$ cat config.mk
export PLATFORM = sky130hd
export DESIGN_NAME = i2c_target_regfile
export DESIGN_NICKNAME = d
export VERILOG_FILES = /design/src/rtl/i2c_pkg.sv /design/src/rtl/i2c_line_sync.sv /design/src/rtl/i2c_target_regfile.sv
export SDC_FILE = /design/constraint.sdc
export NUM_CORES = 1
export LEC_CHECK = 0
export BUFFER_PORTS_ARGS = -buffer_cell sky130_fd_sc_hd__clkbuf_2
export CORE_MARGIN = 1.5
export CORE_UTILIZATION = 64
export DETAILED_ROUTE_END_ITERATION = 10
export GPL_TIMING_DRIVEN = 0
export PLACE_DENSITY = 0.81
export SYNTH_ARGS = -nofsm -noshare
export SYNTH_HDL_FRONTEND = slang
export SYNTH_SLANG_ARGS = --single-unit
export TNS_END_PERCENT = 1
$ cat constraint.sdc
create_clock -name clk -period 5.39 [get_ports clk]
set_input_delay 0.2695 -clock clk [delete_from_list [all_inputs] [get_ports clk]]
set_output_delay 0.2695 -clock clk [all_outputs]
set_load 0.02 [all_outputs]
$ cat src/rtl/i2c_pkg.sv
// rtl/i2c_pkg.sv - shared types and constants for the I2C target register file
package i2c_pkg;

    localparam int   BYTE_W   = 8;
    localparam logic I2C_ACK  = 1'b0;
    localparam logic I2C_NACK = 1'b1;

    typedef enum logic [3:0] {
        IDLE,
        ADDR,
        ADDR_ACK,
        PTR,
        PTR_ACK,
        WR_DATA,
        WR_ACK,
        RD_DATA,
        RD_ACK,
        WAIT_STOP
    } state_t;

endpackage

$ cat src/rtl/i2c_line_sync.sv
// rtl/i2c_line_sync.sv - SCL/SDA synchronisers, edge history and START/STOP detection
//
// Ports:
//   clk, rst    system clock, asynchronous active-high reset
//   scl_i       raw SCL pin level
//   sda_i       raw SDA pin level
//   scl_rise    one-clk pulse on synchronised SCL rising edge
//   scl_fall    one-clk pulse on synchronised SCL falling edge
//   sda_s       synchronised SDA level
//   start_det   one-clk pulse: SDA fell while SCL high
//   stop_det    one-clk pulse: SDA rose while SCL high
module i2c_line_sync
    import i2c_pkg::*;
#(
    parameter int SYNC_STAGES = 2
) (
    input  logic clk,
    input  logic rst,
    input  logic scl_i,
    input  logic sda_i,
    output logic scl_rise,
    output logic scl_fall,
    output logic sda_s,
    output logic start_det,
    output logic stop_det
);

    logic [SYNC_STAGES-1:0] scl_sync;
    logic [SYNC_STAGES-1:0] sda_sync;
    logic                   scl_s;
    logic                   scl_d;
    logic                   sda_d;

    // Idle bus level is high, so the chain resets to 1 to avoid a false event.
    always_ff @(posedge clk or posedge rst) begin
        if (rst) begin
            scl_sync <= '1;
            sda_sync <= '1;
            scl_d    <= 1'b1;
            sda_d    <= 1'b1;
        end else begin
            scl_sync <= {scl_sync[SYNC_STAGES-2:0], scl_i};
            sda_sync <= {sda_sync[SYNC_STAGES-2:0], sda_i};
            scl_d    <= scl_s;
            sda_d    <= sda_s;
        end
    end

    assign scl_s     = scl_sync[SYNC_STAGES-1];
    assign sda_s     = sda_sync[SYNC_STAGES-1];
    assign scl_rise  = scl_s & ~scl_d;
    assign scl_fall  = ~scl_s & scl_d;
    // SCL must be high in both samples so an SCL edge never looks like START/STOP.
    assign start_det = scl_s & scl_d & sda_d & ~sda_s;
    assign stop_det  = scl_s & scl_d & ~sda_d & sda_s;

endmodule

$ cat src/rtl/i2c_target_regfile.sv
// rtl/i2c_target_regfile.sv - I2C target with pointer-addressed byte register file
//
// Ports:
//   clk, rst     system clock (>= 10x SCL), asynchronous active-high reset
//   en           target enable; 0 = NACK every address
//   scl_i, sda_i raw pin levels
//   sda_oe       1 = pull SDA low (open drain)
//   busy         high from address-matched START until STOP
//   update       one-clk pulse after a written byte is stored
//   upd_addr     register index written, valid with update
//   host_raddr   on-chip read index
//   host_rdata   combinational read of register at host_raddr
module i2c_target_regfile
    import i2c_pkg::*;
#(
    parameter logic [6:0] TGT_ADDR    = 7'h42,
    parameter int         REG_DEPTH   = 16,
    parameter int         SYNC_STAGES = 2,
    parameter bit         AUTO_INC    = 1'b1,
    localparam int        PW          = $clog2(REG_DEPTH)
) (
    input  logic          clk,
    input  logic          rst,
    input  logic          en,
    input  logic          scl_i,
    input  logic          sda_i,
    output logic          sda_oe,
    output logic          busy,
    output logic          update,
    output logic [PW-1:0] upd_addr,
    input  logic [PW-1:0] host_raddr,
    output logic [7:0]    host_rdata
);

    logic scl_rise, scl_fall, sda_s, start_det, stop_det;

    i2c_line_sync #(.SYNC_STAGES(SYNC_STAGES)) u_sync (
        .clk       (clk),
        .rst       (rst),
        .scl_i     (scl_i),
        .sda_i     (sda_i),
        .scl_rise  (scl_rise),
        .scl_fall  (scl_fall),
        .sda_s     (sda_s),
        .start_det (start_det),
        .stop_det  (stop_det)
    );

    state_t        state, state_nxt;
    logic [3:0]    cnt, cnt_nxt;
    logic [7:0]    sr, sr_nxt;
    logic [PW-1:0] ptr, ptr_nxt;
    logic          rw, rw_nxt;
    logic          busy_nxt;
    logic          sda_oe_nxt;
    logic          mem_we;
    logic [7:0]    mem [REG_DEPTH];

    function automatic logic [PW-1:0] ptr_inc(input logic [PW-1:0] p);
        if (p == PW'(REG_DEPTH - 1)) return '0;
        return p + PW'(1);
    endfunction

    logic [7:0]    byte_in;
    logic          byte_end;
    logic          ack_end;
    logic          addr_hit;
    logic [PW-1:0] adv_ptr;

    assign byte_in  = {sr[6:0], sda_s};
    assign byte_end = scl_rise && (cnt == 4'(BYTE_W - 1));
    // Ack states use cnt as a phase flag: 0 = still in the last data bit, 1 = in the ack bit.
    assign ack_end  = scl_fall && (cnt == 4'd1);
    assign addr_hit = (byte_in[7:1] == TGT_ADDR) && en;
    assign adv_ptr  = AUTO_INC ? ptr_inc(ptr) : ptr;

    assign host_rdata = mem[host_raddr];

    always_ff @(posedge clk or posedge rst) begin
        if (rst) begin
            state    <= IDLE;
            cnt      <= '0;
            sr       <= '0;
            ptr      <= '0;
            rw       <= 1'b0;
            busy     <= 1'b0;
            sda_oe   <= 1'b0;
            update   <= 1'b0;
            upd_addr <= '0;
            for (int i = 0; i < REG_DEPTH; i++) mem[i] <= '0;
        end else begin
            state  <= state_nxt;
            cnt    <= cnt_nxt;
            sr     <= sr_nxt;
            ptr    <= ptr_nxt;
            rw     <= rw_nxt;
            busy   <= busy_nxt;
            sda_oe <= sda_oe_nxt;
            update <= mem_we;
            if (mem_we) begin
                mem[ptr] <= byte_in;
                upd_addr <= ptr;
            end
        end
    end

    always_comb begin
        state_nxt = state;
        if (stop_det) begin
            state_nxt = IDLE;
        end else if (start_det) begin
            state_nxt = ADDR;
        end else begin
            case (state)
                ADDR:     if (byte_end) state_nxt = addr_hit ? ADDR_ACK : WAIT_STOP;
                ADDR_ACK: if (ack_end)  state_nxt = rw ? RD_DATA : PTR;
                PTR:      if (byte_end) state_nxt = PTR_ACK;
                PTR_ACK:  if (ack_end)  state_nxt = WR_DATA;
                WR_DATA:  if (byte_end) state_nxt = WR_ACK;
                WR_ACK:   if (ack_end)  state_nxt = WR_DATA;
                RD_DATA:  if (byte_end) state_nxt = RD_ACK;
                RD_ACK:   if (scl_rise && cnt == 4'd1)
                              state_nxt = (sda_s == I2C_ACK) ? RD_DATA : WAIT_STOP;
                default:  state_nxt = state;
            endcase
        end
    end

    always_comb begin
        cnt_nxt    = cnt;
        sr_nxt     = sr;
        ptr_nxt    = ptr;
        rw_nxt     = rw;
        busy_nxt   = busy;
        sda_oe_nxt = sda_oe;
        mem_we     = 1'b0;
        if (stop_det) begin
            cnt_nxt    = '0;
            sda_oe_nxt = 1'b0;
            busy_nxt   = 1'b0;
        end else if (start_det) begin
            cnt_nxt    = '0;
            sda_oe_nxt = 1'b0;
        end else begin
            case (state)
                ADDR, PTR, WR_DATA: begin
                    if (scl_rise) begin
                        sr_nxt  = byte_in;
                        cnt_nxt = byte_end ? 4'd0 : cnt + 4'd1;
                        if (byte_end) begin
                            if (state == ADDR && addr_hit) begin
                                busy_nxt = 1'b1;
                                rw_nxt   = byte_in[0];
                            end
                            if (state == PTR)     ptr_nxt = byte_in[PW-1:0];
                            if (state == WR_DATA) mem_we  = 1'b1;
                        end
                    end
                end
                ADDR_ACK, PTR_ACK, WR_ACK: begin
                    if (scl_fall && cnt == 4'd0) begin
                        sda_oe_nxt = ~I2C_ACK;
                        cnt_nxt    = 4'd1;
                    end else if (ack_end) begin
                        cnt_nxt    = '0;
                        sda_oe_nxt = 1'b0;
                        // A read starts driving its MSB on the same fall that ends the address ACK.
                        if (state == ADDR_ACK && rw) begin
                            sr_nxt     = mem[ptr];
                            sda_oe_nxt = ~mem[ptr][7];
                        end
                        if (state == WR_ACK) ptr_nxt = adv_ptr;
                    end
                end
                RD_DATA: begin
                    if (scl_fall) sda_oe_nxt = ~sr[7];
                    if (scl_rise) begin
                        sr_nxt  = {sr[6:0], 1'b0};
                        cnt_nxt = byte_end ? 4'd0 : cnt + 4'd1;
                    end
                end
                RD_ACK: begin
                    if (scl_fall && cnt == 4'd0) begin
                        sda_oe_nxt = 1'b0;
                        cnt_nxt    = 4'd1;
                    end else if (scl_rise && cnt == 4'd1) begin
                        cnt_nxt = '0;
                        if (sda_s == I2C_ACK) begin
                            ptr_nxt = adv_ptr;
                            sr_nxt  = mem[adv_ptr];
                        end
                    end
                end
                default: sda_oe_nxt = 1'b0;
            endcase
        end
    end

endmodule
# After elaboration in Yosys (flattened, before gate mapping)
# Index checks and enable logic that the tools add are counted.
[word_totals]
output_inout_bits = 15
wordCells = 194
input_bits = 9
ff_bits = 162
[classes]
n_bitwise = 18
muxes = 76
reduce_logical = 28
n_eq_ne = 37
magnitude_cmp = 4
add_sub_neg = 2
[op_table]
columns = ["cell", "n"]
rows = [
  ["bitwise mux 128 bit", 1],
  ["two-way mux 4 bit", 30],
  ["two-way mux 8 bit", 15],
  ["binary-select mux 8 bit (select 4 bit)", 3],
  ["demux 8 bit (select 4 bit)", 1],
  ["!= test 4 bit, second input constant", 8],
  ["case mux 8 bit (4 select lines)", 1],
  ["case mux 4 bit (7 select lines)", 1],
  ["case mux 4 bit (3 select lines)", 2],
  ["!= test 2 bit, second input constant", 11],
  ["== test 4 x 3 -> 1 bit, second input constant", 5],
  ["two-way mux 1 bit", 20],
  [">= comparator 5 bit, second input constant", 3],
  ["NOT 4 -> 5 bit", 3],
  ["AND reduction 12 bit", 1],
  ["AND reduction 11 bit", 1],
  ["!= test 5 bit, second input constant", 2],
  ["nonzero test 9 bit", 1],
  ["adder 4 x 1 -> 4 bit, second input constant", 2],
  ["== test 4 x 1 -> 1 bit, second input constant", 2],
  ["== test 4 x 2 -> 1 bit, second input constant", 2],
  ["== test 4 bit, second input constant", 2],
  ["logical AND 1 bit", 8],
  ["!= test 4 x 1 -> 1 bit, second input constant", 2],
  ["20 further kinds", 38],
]

# Logic depth before layout (Yosys ltp)
# Gate-level depths: netlist (run 1).
[logic_depth]
word_depth = 11
depth_mapped = 12
depth_no_buf = 8

# Cells and area by module
# From an unflattened synthesis (run 1), not the netlist that was laid out.
[unflattened]
cells_unflattened = 782
area_unflattened_um2 = 10063.4
[modules_own_cells]
columns = ["module", "n_inst", "area_per_inst_um2", "seq_area_each_um2", "cells_each"]
rows = [
  ["i2c_target_regfile", 1, 9869.5, 3903.7, 771],
  ["i2c_line_sync", 1, 193.9, 157.7, 11],
]

# Worst setup path before layout (run 1)
# Ideal clock, no wire load.
[synth_timing]
kind = "reg2reg"
from = "reg ptr[1]"
to = "reg sr[6]"
t_arrival_ns = 2.830
setup_ns = 0.119
stages_incl_launch_ff = 11
path_buffers = 4
t_required_ns = 5.271
synth_period_minus_slack_ns = 2.949
setup_slack_ns = 2.441
cell_sequence = "dfrtp_1 -> clkbuf_1 -> clkbuf_1 -> inv_1 -> ha_1 -> clkbuf_1 -> buf_1 -> mux4_2 -> o221ai_1 -> o211ai_1 -> o21a_1"
[synth_between]
elab_chain_cells = 11
elab_cells_between_ends = 19
classes_between = "1 x add/sub; 1 x eq/ne; 15 x mux; 2 x bitwise"
[synth_lines]
columns = ["item", "line_no", "text"]
rows = [
  ["start, declared", "i2c_target_regfile.sv:52", "logic [PW-1:0] ptr, ptr_nxt;"],
  ["start signal, assigned", "i2c_target_regfile.sv:95", "ptr <= ptr_nxt;"],
  ["parallel branches: the longest is 10 deep, another holds adder 4 x 1 -> 4 bit", "--", ""],
  ["case mux 8 bit (4 select lines) (*)", "i2c_target_regfile.sv:145", "case (state)"],
  ["end signal, assigned", "i2c_target_regfile.sv:94", "sr <= sr_nxt;"],
  ["end, declared", "i2c_target_regfile.sv:51", "logic [7:0] sr, sr_nxt;"],
]
# Every way passes the cells marked *. The select of a mux whose other input is x is not followed.
# A chain may end at the register's enable or synchronous reset.

# Worst setup path in the final report (run 1)
# Ends and elaborated chain as after synthesis.

==> results of run 1 <==
## layer usage
layer  track usage, %  share of wire [%]  wire length (um)
met3            15.32                 12              4004
met2            59.97                 46             15150
met4            25.00                6.9              2306
met1            48.76                 35             11810
met5                0                  0                 0
## sequential cells by signal, summed over array words and instances (netlist names)
signal           flops
mem                128
sr                   8
cnt                  4
ptr                  4
state                4
upd_addr             4
u_sync.scl_sync      2
u_sync.sda_sync      2
busy                 1
rw                   1
sda_oe               1
u_sync.scl_d         1
u_sync.sda_d         1
update               1
## placed cells by master, fill, tap and decap left out, types with 7 or more instances in the layout
cell type / n
a22oi_1: 15
mux2_4: 96
a211oi_1: 7
a21oi_1: 32
ha_1: 7
mux2i_1: 19
nand2_1: 29
o22ai_1: 10
clkbuf_1: 35
nor2b_1: 10
and2_1: 7
mux4_2: 92
clkbuf_2: 21
buf_1: 7
buf_2: 18
mux2_1: 8
mux2_2: 33
nand2_8: 12
clkbuf_16: 17
a31oi_1: 14
dfrtp_1: 156
inv_1: 10
and3_1: 7
nor2_1: 25
o21ai_0: 18
## repair_timing
item	in CTS	in global routing
endpoints found under the setup margin	0	0
endpoints found under the hold margin	2	0
hold buffers	2	0
## worst max-delay path, stage by stage (launching register included)
cell	delay [ns]
dfrtp_1	0.48
clkbuf_1	0.72
clkbuf_1	0.68
inv_1	0.16
ha_1	0.33
clkbuf_1	0.34
inv_2	0.44
clkbuf_1	0.65
mux4_2	0.35
o22ai_1	0.08
o211ai_1	0.35
o21a_1	0.18
## metrics by stage
| step | util [%] | area, um2 | worst slack, ns |
|---|---|---|---|
| after global routing | 72.48 | 11600 | 0.6121 |
| after floorplan | - | 10570 | 0.7538 |
| after global placement | 68.38 | 10940 | -0.7425 |
| after detailed placement | 68.58 | 10970 | 0.8281 |
| after CTS | 72.48 | 11600 | 0.8114 |
| final | 72.48 | 11600 | 0.5299 |
## power breakdown
group | switching (uW) | internal, uW | total, uW
registers | 54.6 | 1270 | 1330
clock network | 555 | 718 | 1270
logic | 1380 | 576 | 1950
total | 1990 | 2570 | 4560
## synthesized netlist by cell type (4+ instances only)
| cell | instances |
|---|---|
| dfrtp_1 | 156 |
| mux2_4 | 96 |
| mux4_2 | 92 |
| clkbuf_1 | 34 |
| mux2_2 | 33 |
| a21oi_1 | 32 |
| nand2_1 | 29 |
| nor2_1 | 25 |
| mux2i_1 | 19 |
| buf_2 | 18 |
| o21ai_0 | 18 |
| a22oi_1 | 15 |
| a31oi_1 | 14 |
| nand2_8 | 12 |
| inv_1 | 11 |
| nor2b_1 | 10 |
| o22ai_1 | 10 |
| mux2_1 | 8 |
| a211oi_1 | 7 |
| and2_1 | 7 |
| and3_1 | 7 |
| buf_1 | 7 |
| ha_1 | 7 |
| dfstp_2 | 6 |
| o211ai_1 | 6 |
| o21a_1 | 6 |
| buf_4 | 5 |
| nand3_1 | 5 |
| nand2_4 | 4 |
| o221ai_1 | 4 |
## layout make-up
type / instances / area share (%)
Multi-Input combinational cell: 525 / 52.94
Clock inverter: 12 / 1.273
Clock buffer: 20 / 3.938
Timing Repair Buffer: 23 / 1.273
Tap cell: 216 / 2.330
Buffer: 68 / 2.762
Sequential cell: 162 / 35.02
Inverter: 13 / 0.4639
## path summary, 6_finish.rpt
check	from	endpoint	slack [ns]	cells past startpoint
max	ptr[1]	sr[6]	0.53	11
min	rst	mem[111]	0.01	2
max reg2reg	ptr[1]	sr[6]	0.53	11
min reg2reg	u_sync.scl_sync[0]	u_sync.scl_sync[1]	0.36	0
max in group asynchronous	rst	u_sync.scl_sync[0]	4.51	3
min in group clk	u_sync.scl_sync[0]	u_sync.scl_sync[1]	0.36	0
## cell families after synthesis
kind of cell / share of synthesized area [%]
muxes: 39.41
DFF: 38.42
AOI/OAI and AO/OA: 9.126
and+or+nand+nor: 8.404
buffers and inverters: 3.492
adders and majority gates: 0.8286
xor gates and xnor gates: 0.3197
==> summary.md, run 1 <==
| Metric | Value |
|---|---|
| Area Growth Syn to Fin | 9.719% |
| Max Clk Rate | 0.2058 GHz |
| Final min period | 4.860 ns |
| DR vias | 7,839 |
| # DRC | 0 |
| Number of flops mapped to enable cells by yosys | 0 |
| Port Buffers | 20 |
| Clock Pin Slew Worst Setup and Hold Paths | 0.07 ns |
| Final wirelength | 33,270 um |
| Largest net degree at the start of global routing | 97 |
| I/O pin cnt | 24 |
| Layout cell share with drive strength beyond 1 | 41.07% |
| Core area | 16,000 um2 |
| DIE HEIGHT | 131.5 um |
| Avg Cell Area, Syn | 13.76 um2 |
| Post-Route Skew | 0.01237 ns |
| Slew Viols, Final | 0 |
| Setup TNS | 0 ns |
| Antenna cells | 0 |
| Status | finished clean |
| Setup-failing EPs final | 0 |
| RSZ-0062 raised after global routing | no |
| Clk root buf | clkbuf_16 |
| Detail Placement HPWL | 21,700 um |
| Peak supply drop | 0.0002805 V |
| Syn Nets | 784 |
| Synth Warn # | 0 |
| Maximum fanout along the worst path | 10 |
| Drt first pass iters | 7 |
| Tot GR Track Use | 39.94% |
| Critical Path Sink Type | register |
| Register area share after synthesis | 38.42% |
| Gpl congestion | 0.9910 |
| Latest clock arrival within the worst-skew pair | 0.45 ns |
| Vias in the first global route | 8,178 |
| Synthesized area | 10,570 um2 |
| Hold slack final | 0.01148 ns |
| Pwr dens | 392.8 nW/um2 |
| FP Rows | 46 |
| First DRT Iteration DRCs | 1,015 |
| Final Hold Viols | 0 |
| CTS Buffer Depth | 2 |
| Die W | 131.5 um |
| Fillers | 1,059 |
| CP startpoint kind | register |
| Post-CTS sizing | 0 |
| Post CTS Setup Buffer Count | 0 |
| Slew HR | 28.06% |
| Sink Count | 162 |
| CP arrival | 5.24 ns |
| First-pass GRT wire length | 50,280 um |
| Grt ovf | 0 |
| Worst-margin pin slew | 1.079 ns |
| CTS tree | done |
| Async SR Flop Fraction | 100.0% |
| Final period util | 90.17% |
| Final Power | 4556 uW |
| Initial antenna violation count | 0 |
| H-tree depth | 4 |
| Post-synth top area share | 36.93% |
| Critical path class | reg -> reg |
| Maxcap violations | 0 |
| Nets@finish | 826 |
| Layout Cells excl Fill | 1,039 |
| Worst Hold Class | in -> async |
| Initial core utilization | 66.06% |
| Total die area | 17,300 um2 |
| Placed instance count | 1,005 |
| Worst Path Required | 5.77 ns |
| Synth cell types | 73 |
| Footprint of the multi-input gates | 6140 um2 |
| Register area | 4061 um2 |
| Ys flop type | dfrtp_1 |
| Leakage | 0.005258 uW |
| #FFs+latches synth | 162 |
| Wirelength per Cell | 32.02 um |
| Top cells by area, synth | dfrtp_1, mux4_2, mux2_4 |
| Leading area contributor after synthesis | dfrtp_1 |
| Cells after synthesis | 768 |
| DRT antenna net count | 0 |
| Drt via density | 7.545 |
| TritonCTS Buffers | 17 |
Note: power is estimated with default switching activity, not from simulation.
==> inputs of run 2 (changes only) <==
--- a/config.mk
+++ b/config.mk
@@ -7,10 +7,9 @@
 export LEC_CHECK = 0
 export BUFFER_PORTS_ARGS = -buffer_cell sky130_fd_sc_hd__clkbuf_2
 export CORE_MARGIN = 1.5
-export CORE_UTILIZATION = 64
+export CORE_UTILIZATION = 40
 export DETAILED_ROUTE_END_ITERATION = 10
 export GPL_TIMING_DRIVEN = 0
-export PLACE_DENSITY = 0.81
 export SYNTH_ARGS = -nofsm -noshare
 export SYNTH_HDL_FRONTEND = slang
 export SYNTH_SLANG_ARGS = --single-unit
==> run 2 against run 1 <==
Net effect:
- hold slack better by 0.35 ns
- critical path type unchanged
- sequential power hardly changed
- utilization is 27 points lower
- wire length is 0.72% lower
- combinational power hardly changed
- clock power is 4% lower
- first-iteration DRC count is 23% lower
- critical path depth is 1 lower
- design area is 1.2% higher
- die area is 58% higher
- largest cell class unchanged
- total power is 1.5% lower
==> summary.md, run 2 (synthesized netlist as in run 1, its figures left out) <==
| Metric | Value |
|---|---|
| Critical path class | reg -> reg |
| Most frequent cells in the layout | dfrtp_1, mux2_4, mux4_2, clkbuf_1, mux2_2 |
| Die W | 165.6 um |
| Worst-margin pin slew | 1.190 ns |
| Hold slack final | 0.3571 ns |
| Latest clock arrival within the worst-skew pair | 0.45 ns |
| FP Rows | 59 |
| Post CTS Setup Buffer Count | 0 |
| Peak supply drop | 0.0004413 V |
| CP max-delay cell | clkbuf_1 |
| Sink Count | 162 |
| # DRC | 0 |
| Drt first pass iters | 5 |
| Fillers | 2,361 |
| Vias in the first global route | 7,390 |
| Clk root buf | clkbuf_16 |
| Gpl congestion | 0.9060 |
| Worst Hold Class | reg -> reg |
| Final period util | 89.56% |
| Pwr dens | 382.4 nW/um2 |
| Hold Path Stages | 0 |
| First-pass GRT wire length | 48,930 um |
| DR vias | 7,526 |
| Slew HR | 20.70% |
| Worst reg2reg path depth | 10 |
| GR peak layer | met2 |
| CP Buf/Inv Count | 5 |
| Post-Route Skew | 0.01324 ns |
| CTS tree | done |
| Grt met2 use | 37.23% |
| I/O pin cnt | 24 |
| WHS Endpoint | u_sync.sda_sync[1] |
| Reg2Reg Setup Slack | 0.56 ns |
| Worst Path Required | 5.72 ns |
| Leakage | 0.005264 uW |
| Total die area | 27,410 um2 |
| DRT antenna net count | 0 |
| Tot GR Track Use | 25.36% |
| Final wirelength | 33,030 um |
| Footprint of the multi-input gates | 6140 um2 |
| Met3 Use GR | 6.169% |
| Grt ovf | 0 |
| Wirelength per Cell | 28.50 um |
| CP delay by family, top | buffers and inverters |
| Maximum fanout along the worst path | 10 |
| Setup TNS | 0 ns |
| Hold buffer count at cts | 3 |
| Critical path's most frequent cell | clkbuf_1 |
| Slew Viols, Final | 0 |
| First DRT Iteration DRCs | 779 |
| CP startpoint kind | register |
| Max reg flops | 128 |
| Hold path start | u_sync.sda_sync[0] |
| Met1 usage | 34.51% |
| Layout Cells excl Fill | 1,159 |
| Initial antenna violation count | 0 |
| Largest net degree at the start of global routing | 103 |
| Port Buffers | 20 |
| Largest Register | mem |
| RR Startpoint | ptr[1] |
| DIE HEIGHT | 165.6 um |
| Initial core utilization | 40.68% |
| Nets@finish | 827 |
| Detail Placement HPWL | 21,530 um |
| H-tree depth | 4 |
| Final min period | 4.827 ns |
| Layout cell share with drive strength beyond 1 | 41.02% |
| PnR worst setup slack | 0.5628 ns |
| Slowest stage delay, CP | 0.74 ns |
| TritonCTS Buffers | 17 |
| Area Growth Syn to Fin | 10.99% |
| Status | finished clean |
| CTS Buffer Depth | 2 |
| Clock Pin Slew Worst Setup and Hold Paths | 0.07 ns |
| Reg2Reg Capture Point | sr[6] |
| Largest registers | mem x128, sr x8 |
| Setup-failing EPs final | 0 |
| Placed instance count | 1,124 |
| Finished Cell Area | 11,730 um2 |
| Drt via density | 6.494 |
| Cell Chain, Critical Path | clkbuf_1 > clkbuf_1 > inv_1 > ha_1 > clkbuf_1 > buf_1 > mux4_2 > o221ai_1 > o211ai_1 > o21a_1 |
| Pre-CTS setup slack | 0.6472 ns |
| Antenna cells | 0 |
| RSZ-0062 raised after global routing | no |
| Core area | 25,980 um2 |
| Commonest non-fill, non-tap cell in the layout | dfrtp_1 |
| Register area | 4061 um2 |
| CP arrival | 5.15 ns |
| Critical Path Sink Type | register |
| Maxcap violations | 0 |
| Max Clk Rate | 0.2072 GHz |
| Post-DP Area | 11,120 um2 |
| Post-CTS sizing | 0 |
| Final Hold Viols | 0 |
-- run 2: report_power, final --
group	total, uW	internal [uW]	switching [uW]
Clock	1220	670	551
Combinational	1940	577	1370
Sequential	1320	1270	48.3
Total	4490	2520	1970
-- run 2: worst reg2reg max path, cell delays in order, from the launching register on --
cell and delay, ns:
dfrtp_1 0.46, clkbuf_1 0.74, clkbuf_1 0.71, inv_1 0.20
ha_1 0.35, clkbuf_1 0.57, buf_1 0.74, mux4_2 0.44
o221ai_1 0.20, o211ai_1 0.18, o21a_1 0.14
-- run 2: layout make-up --
type | instances | share of cell area [%]
clock buffers | 20 | 3.893
plain buffers | 68 | 2.730
clock inverters | 12 | 1.024
flip-flops and latches | 162 | 34.62
repair buffers | 24 | 1.344
well taps | 335 | 3.573
multi-input cells | 525 | 52.34
inverters | 13 | 0.4799
-- run 2: worst max path at each step --
stage	start	to	slack, ns	cells after the start
after global routing	ptr[1]	sr[6]	0.46	11
final	ptr[1]	sr[6]	0.56	10
after detailed placement	ptr[1]	sr[6]	0.65	10
after global placement	rst	mem[49]	-1.37	2
after CTS	ptr[1]	sr[6]	0.65	11
after floorplan	rst	busy	0.75	1
-- run 2: metrics by stage --
step	power [uW]	util [%]
2_1_floorplan	2613	-
3_3_place_gp	3242	42.68
3_5_place_dp	3246	42.81
4_1_cts	4455	45.15
5_1_grt	4643	45.15
6_report	4487	45.15
-- run 2: layer usage --
layer | wire length [um] | vias to the layer above
met5 | 0 | -
met4 | 1784 | 0
met3 | 2863 | 104
met2 | 14710 | 424
met1 | 13680 | 3912
li1 | - | 3086
==> inputs of run 3 (changes only) <==
--- a/config.mk
+++ b/config.mk
@@ -10,6 +10,7 @@
 export CORE_UTILIZATION = 40
 export DETAILED_ROUTE_END_ITERATION = 10
 export GPL_TIMING_DRIVEN = 0
+export PLACE_DENSITY = 0.58
 export SYNTH_ARGS = -nofsm -noshare
 export SYNTH_HDL_FRONTEND = slang
 export SYNTH_SLANG_ARGS = --single-unit
==> run 3 against run 2 <==
Net effect:
- combinational power is essentially flat
- via count down 0.64%
- utilization is 0.15 points higher
- first-iteration DRC count increased by 5.3%
- worst setup slack improved by 0.048 ns
- hold slack worse by 0.0025 ns
- non-clock buffer count unchanged
- register-to-register slack better by 0.05 ns
- largest cell class unchanged
- largest power group unchanged
- highest routed layer unchanged
==> summary.md, run 3 (synthesized netlist as in run 1, its figures left out) <==
| Metric | Value |
|---|---|
| FP Rows | 59 |
| Hold path start | u_sync.sda_sync[0] |
| Clk root buf | clkbuf_16 |
| Critical Path Sink Type | register |
| CP startpoint kind | register |
| Commonest non-fill, non-tap cell in the layout | dfrtp_1 |
| DRT antenna net count | 0 |
| CTS tree | done |
| Layout cell share with drive strength beyond 1 | 41.14% |
| # DRC | 0 |
| Tot GR Track Use | 25.96% |
| Antenna cells | 0 |
| DR vias | 7,478 |
| I/O pin cnt | 24 |
| First-pass GRT wire length | 50,070 um |
| Final min period | 4.779 ns |
| Area Growth Syn to Fin | 11.35% |
| Grt ovf | 0 |
| Fillers | 2,368 |
| DIE HEIGHT | 165.6 um |
| Reg2Reg Capture Point | sr[6] |
| Sink Count | 162 |
| RR Startpoint | ptr[1] |
| CP endpoint | sr[6] |
| Wirelength per Cell | 29.28 um |
| Setup-failing EPs final | 0 |
| Drt via density | 6.452 |
| Worst Hold Class | reg -> reg |
| Max reg flops | 128 |
| Grt met2 use | 37.65% |
| First DRT Iteration DRCs | 820 |
| Worst Setup SP | ptr[1] |
| CP arrival | 5.11 ns |
| Gpl congestion | 0.8992 |
| Total die area | 27,410 um2 |
| Final Hold Viols | 0 |
| Most frequent cells in the layout | dfrtp_1, mux2_4, mux4_2, clkbuf_1, mux2_2 |
| Pwr dens | 388.6 nW/um2 |
| GR peak layer | met2 |
| Maxcap violations | 0 |
| Hold slack final | 0.3546 ns |
| Final wirelength | 33,940 um |
| Met3 Use GR | 7.418% |
| Clock Pin Slew Worst Setup and Hold Paths | 0.07 ns |
| TritonCTS Buffers | 17 |
| Initial antenna violation count | 0 |
| Post-DP Area | 11,120 um2 |
| Drt first pass iters | 5 |
| Status | finished clean |
| Layout Cells excl Fill | 1,159 |
| Slew Viols, Final | 0 |
| Latest clock arrival within the worst-skew pair | 0.45 ns |
| Post-Route Skew | 0.01243 ns |
| Post CTS Setup Buffer Count | 0 |
| Final Power | 4574 uW |
| Setup TNS | 0 ns |
| Peak supply drop | 0.0003538 V |
| Slew HR | 18.68% |
| H-tree depth | 4 |
| CTS Buffer Depth | 2 |
| Nets@finish | 827 |
| Port Buffers | 20 |
| Largest net degree at the start of global routing | 90 |
| Vias in the first global route | 7,350 |
| Finished Cell Area | 11,770 um2 |
| Reg2Reg Setup Slack | 0.61 ns |
| Largest Register | mem |
| Maximum fanout along the worst path | 10 |
| Final period util | 88.67% |
| Largest registers | mem x128, sr x8 |
| Placed instance count | 1,124 |
| Initial core utilization | 40.68% |
| Worst Path Required | 5.72 ns |
| Worst reg2reg path depth | 10 |
| Core area | 25,980 um2 |
| Die W | 165.6 um |
| Worst-margin pin slew | 1.220 ns |
| Max Clk Rate | 0.2092 GHz |
| Leakage | 0.005271 uW |
| Met1 usage | 35.97% |
| Detail Placement HPWL | 21,990 um |
| Critical path class | reg -> reg |
| RSZ-0062 raised after global routing | no |
==> run 3: changes by cell type in the layout (fill, tap and decap cells not counted), sizes merged <==
cell	previous run	this run
bufinv	1	2
clkbuf	75	72
clkinv	5	2
clkinvlp	1	3
inv	18	21
==> run 3: metal layers <==
metal / wire length [um] / up-vias
met5: 0 / -
met4: 1493 / 0
met3: 3053 / 82
met2: 14900 / 395
met1: 14490 / 3914
li1: - / 3087
==> run 3: repair_timing <==
item | 4_1_cts | 5_1_grt
resized for setup | 0 | 0
hold buffers | 3 | 0
endpoints found under the hold margin | 69 | 0
==> run 3: worst max-delay path, cell delays in order, from the launching register on <==
cell and delay [ns]:
dfrtp_1 0.47, clkbuf_1 0.70, clkbuf_1 0.71, inv_1 0.17, ha_1 0.34, clkbuf_1 0.52, buf_1 0.76, mux4_2 0.44
o221ai_1 0.23, o211ai_1 0.18, o21a_1 0.14
==> run 3: through the flow <==
| stage | setup slack [ns] | utilization [%] |
|---|---|---|
| after floorplan | 0.7538 | - |
| after global placement | -1.379 | 42.68 |
| after detailed placement | 0.7978 | 42.81 |
| after CTS | 0.7684 | 45.30 |
| after global routing | 0.5694 | 45.30 |
| final | 0.6107 | 45.30 |
==> run 3: worst min-delay path by stage <==
| stage | endpoint | slack, ns | depth (start not counted) |
|---|---|---|---|
| 5_1_grt | u_sync.sda_sync[1] | 0.36 | 0 |
| 3_3_place_gp | u_sync.scl_sync[1] | 0.35 | 0 |
| 3_5_place_dp | u_sync.sda_sync[1] | 0.35 | 0 |
| 4_1_cts | u_sync.sda_sync[1] | 0.35 | 0 |
| 6_report | u_sync.sda_sync[1] | 0.35 | 0 |
| 2_1_floorplan | u_sync.scl_sync[0] | 0.27 | 0 |
==> run 3: area by class of cell <==
type / count / area (um2) / area share (%)
Sequential cell: 162 / 4061 / 34.51
Inverter: 13 / 56.30 / 0.4784
Buffer: 68 / 320.3 / 2.721
Tap cell: 335 / 419.2 / 3.561
Clock buffer: 17 / 425.4 / 3.614
Timing Repair Buffer: 24 / 157.7 / 1.339
Multi-Input combinational cell: 525 / 6140 / 52.16
Clock inverter: 15 / 190.2 / 1.616
==> run 3: power breakdown <==
part | total, uW | switching (uW) | internal (uW)
clock | 1300 | 595 | 705
sequential | 1320 | 49.2 | 1270
combinational | 1950 | 1370 | 577
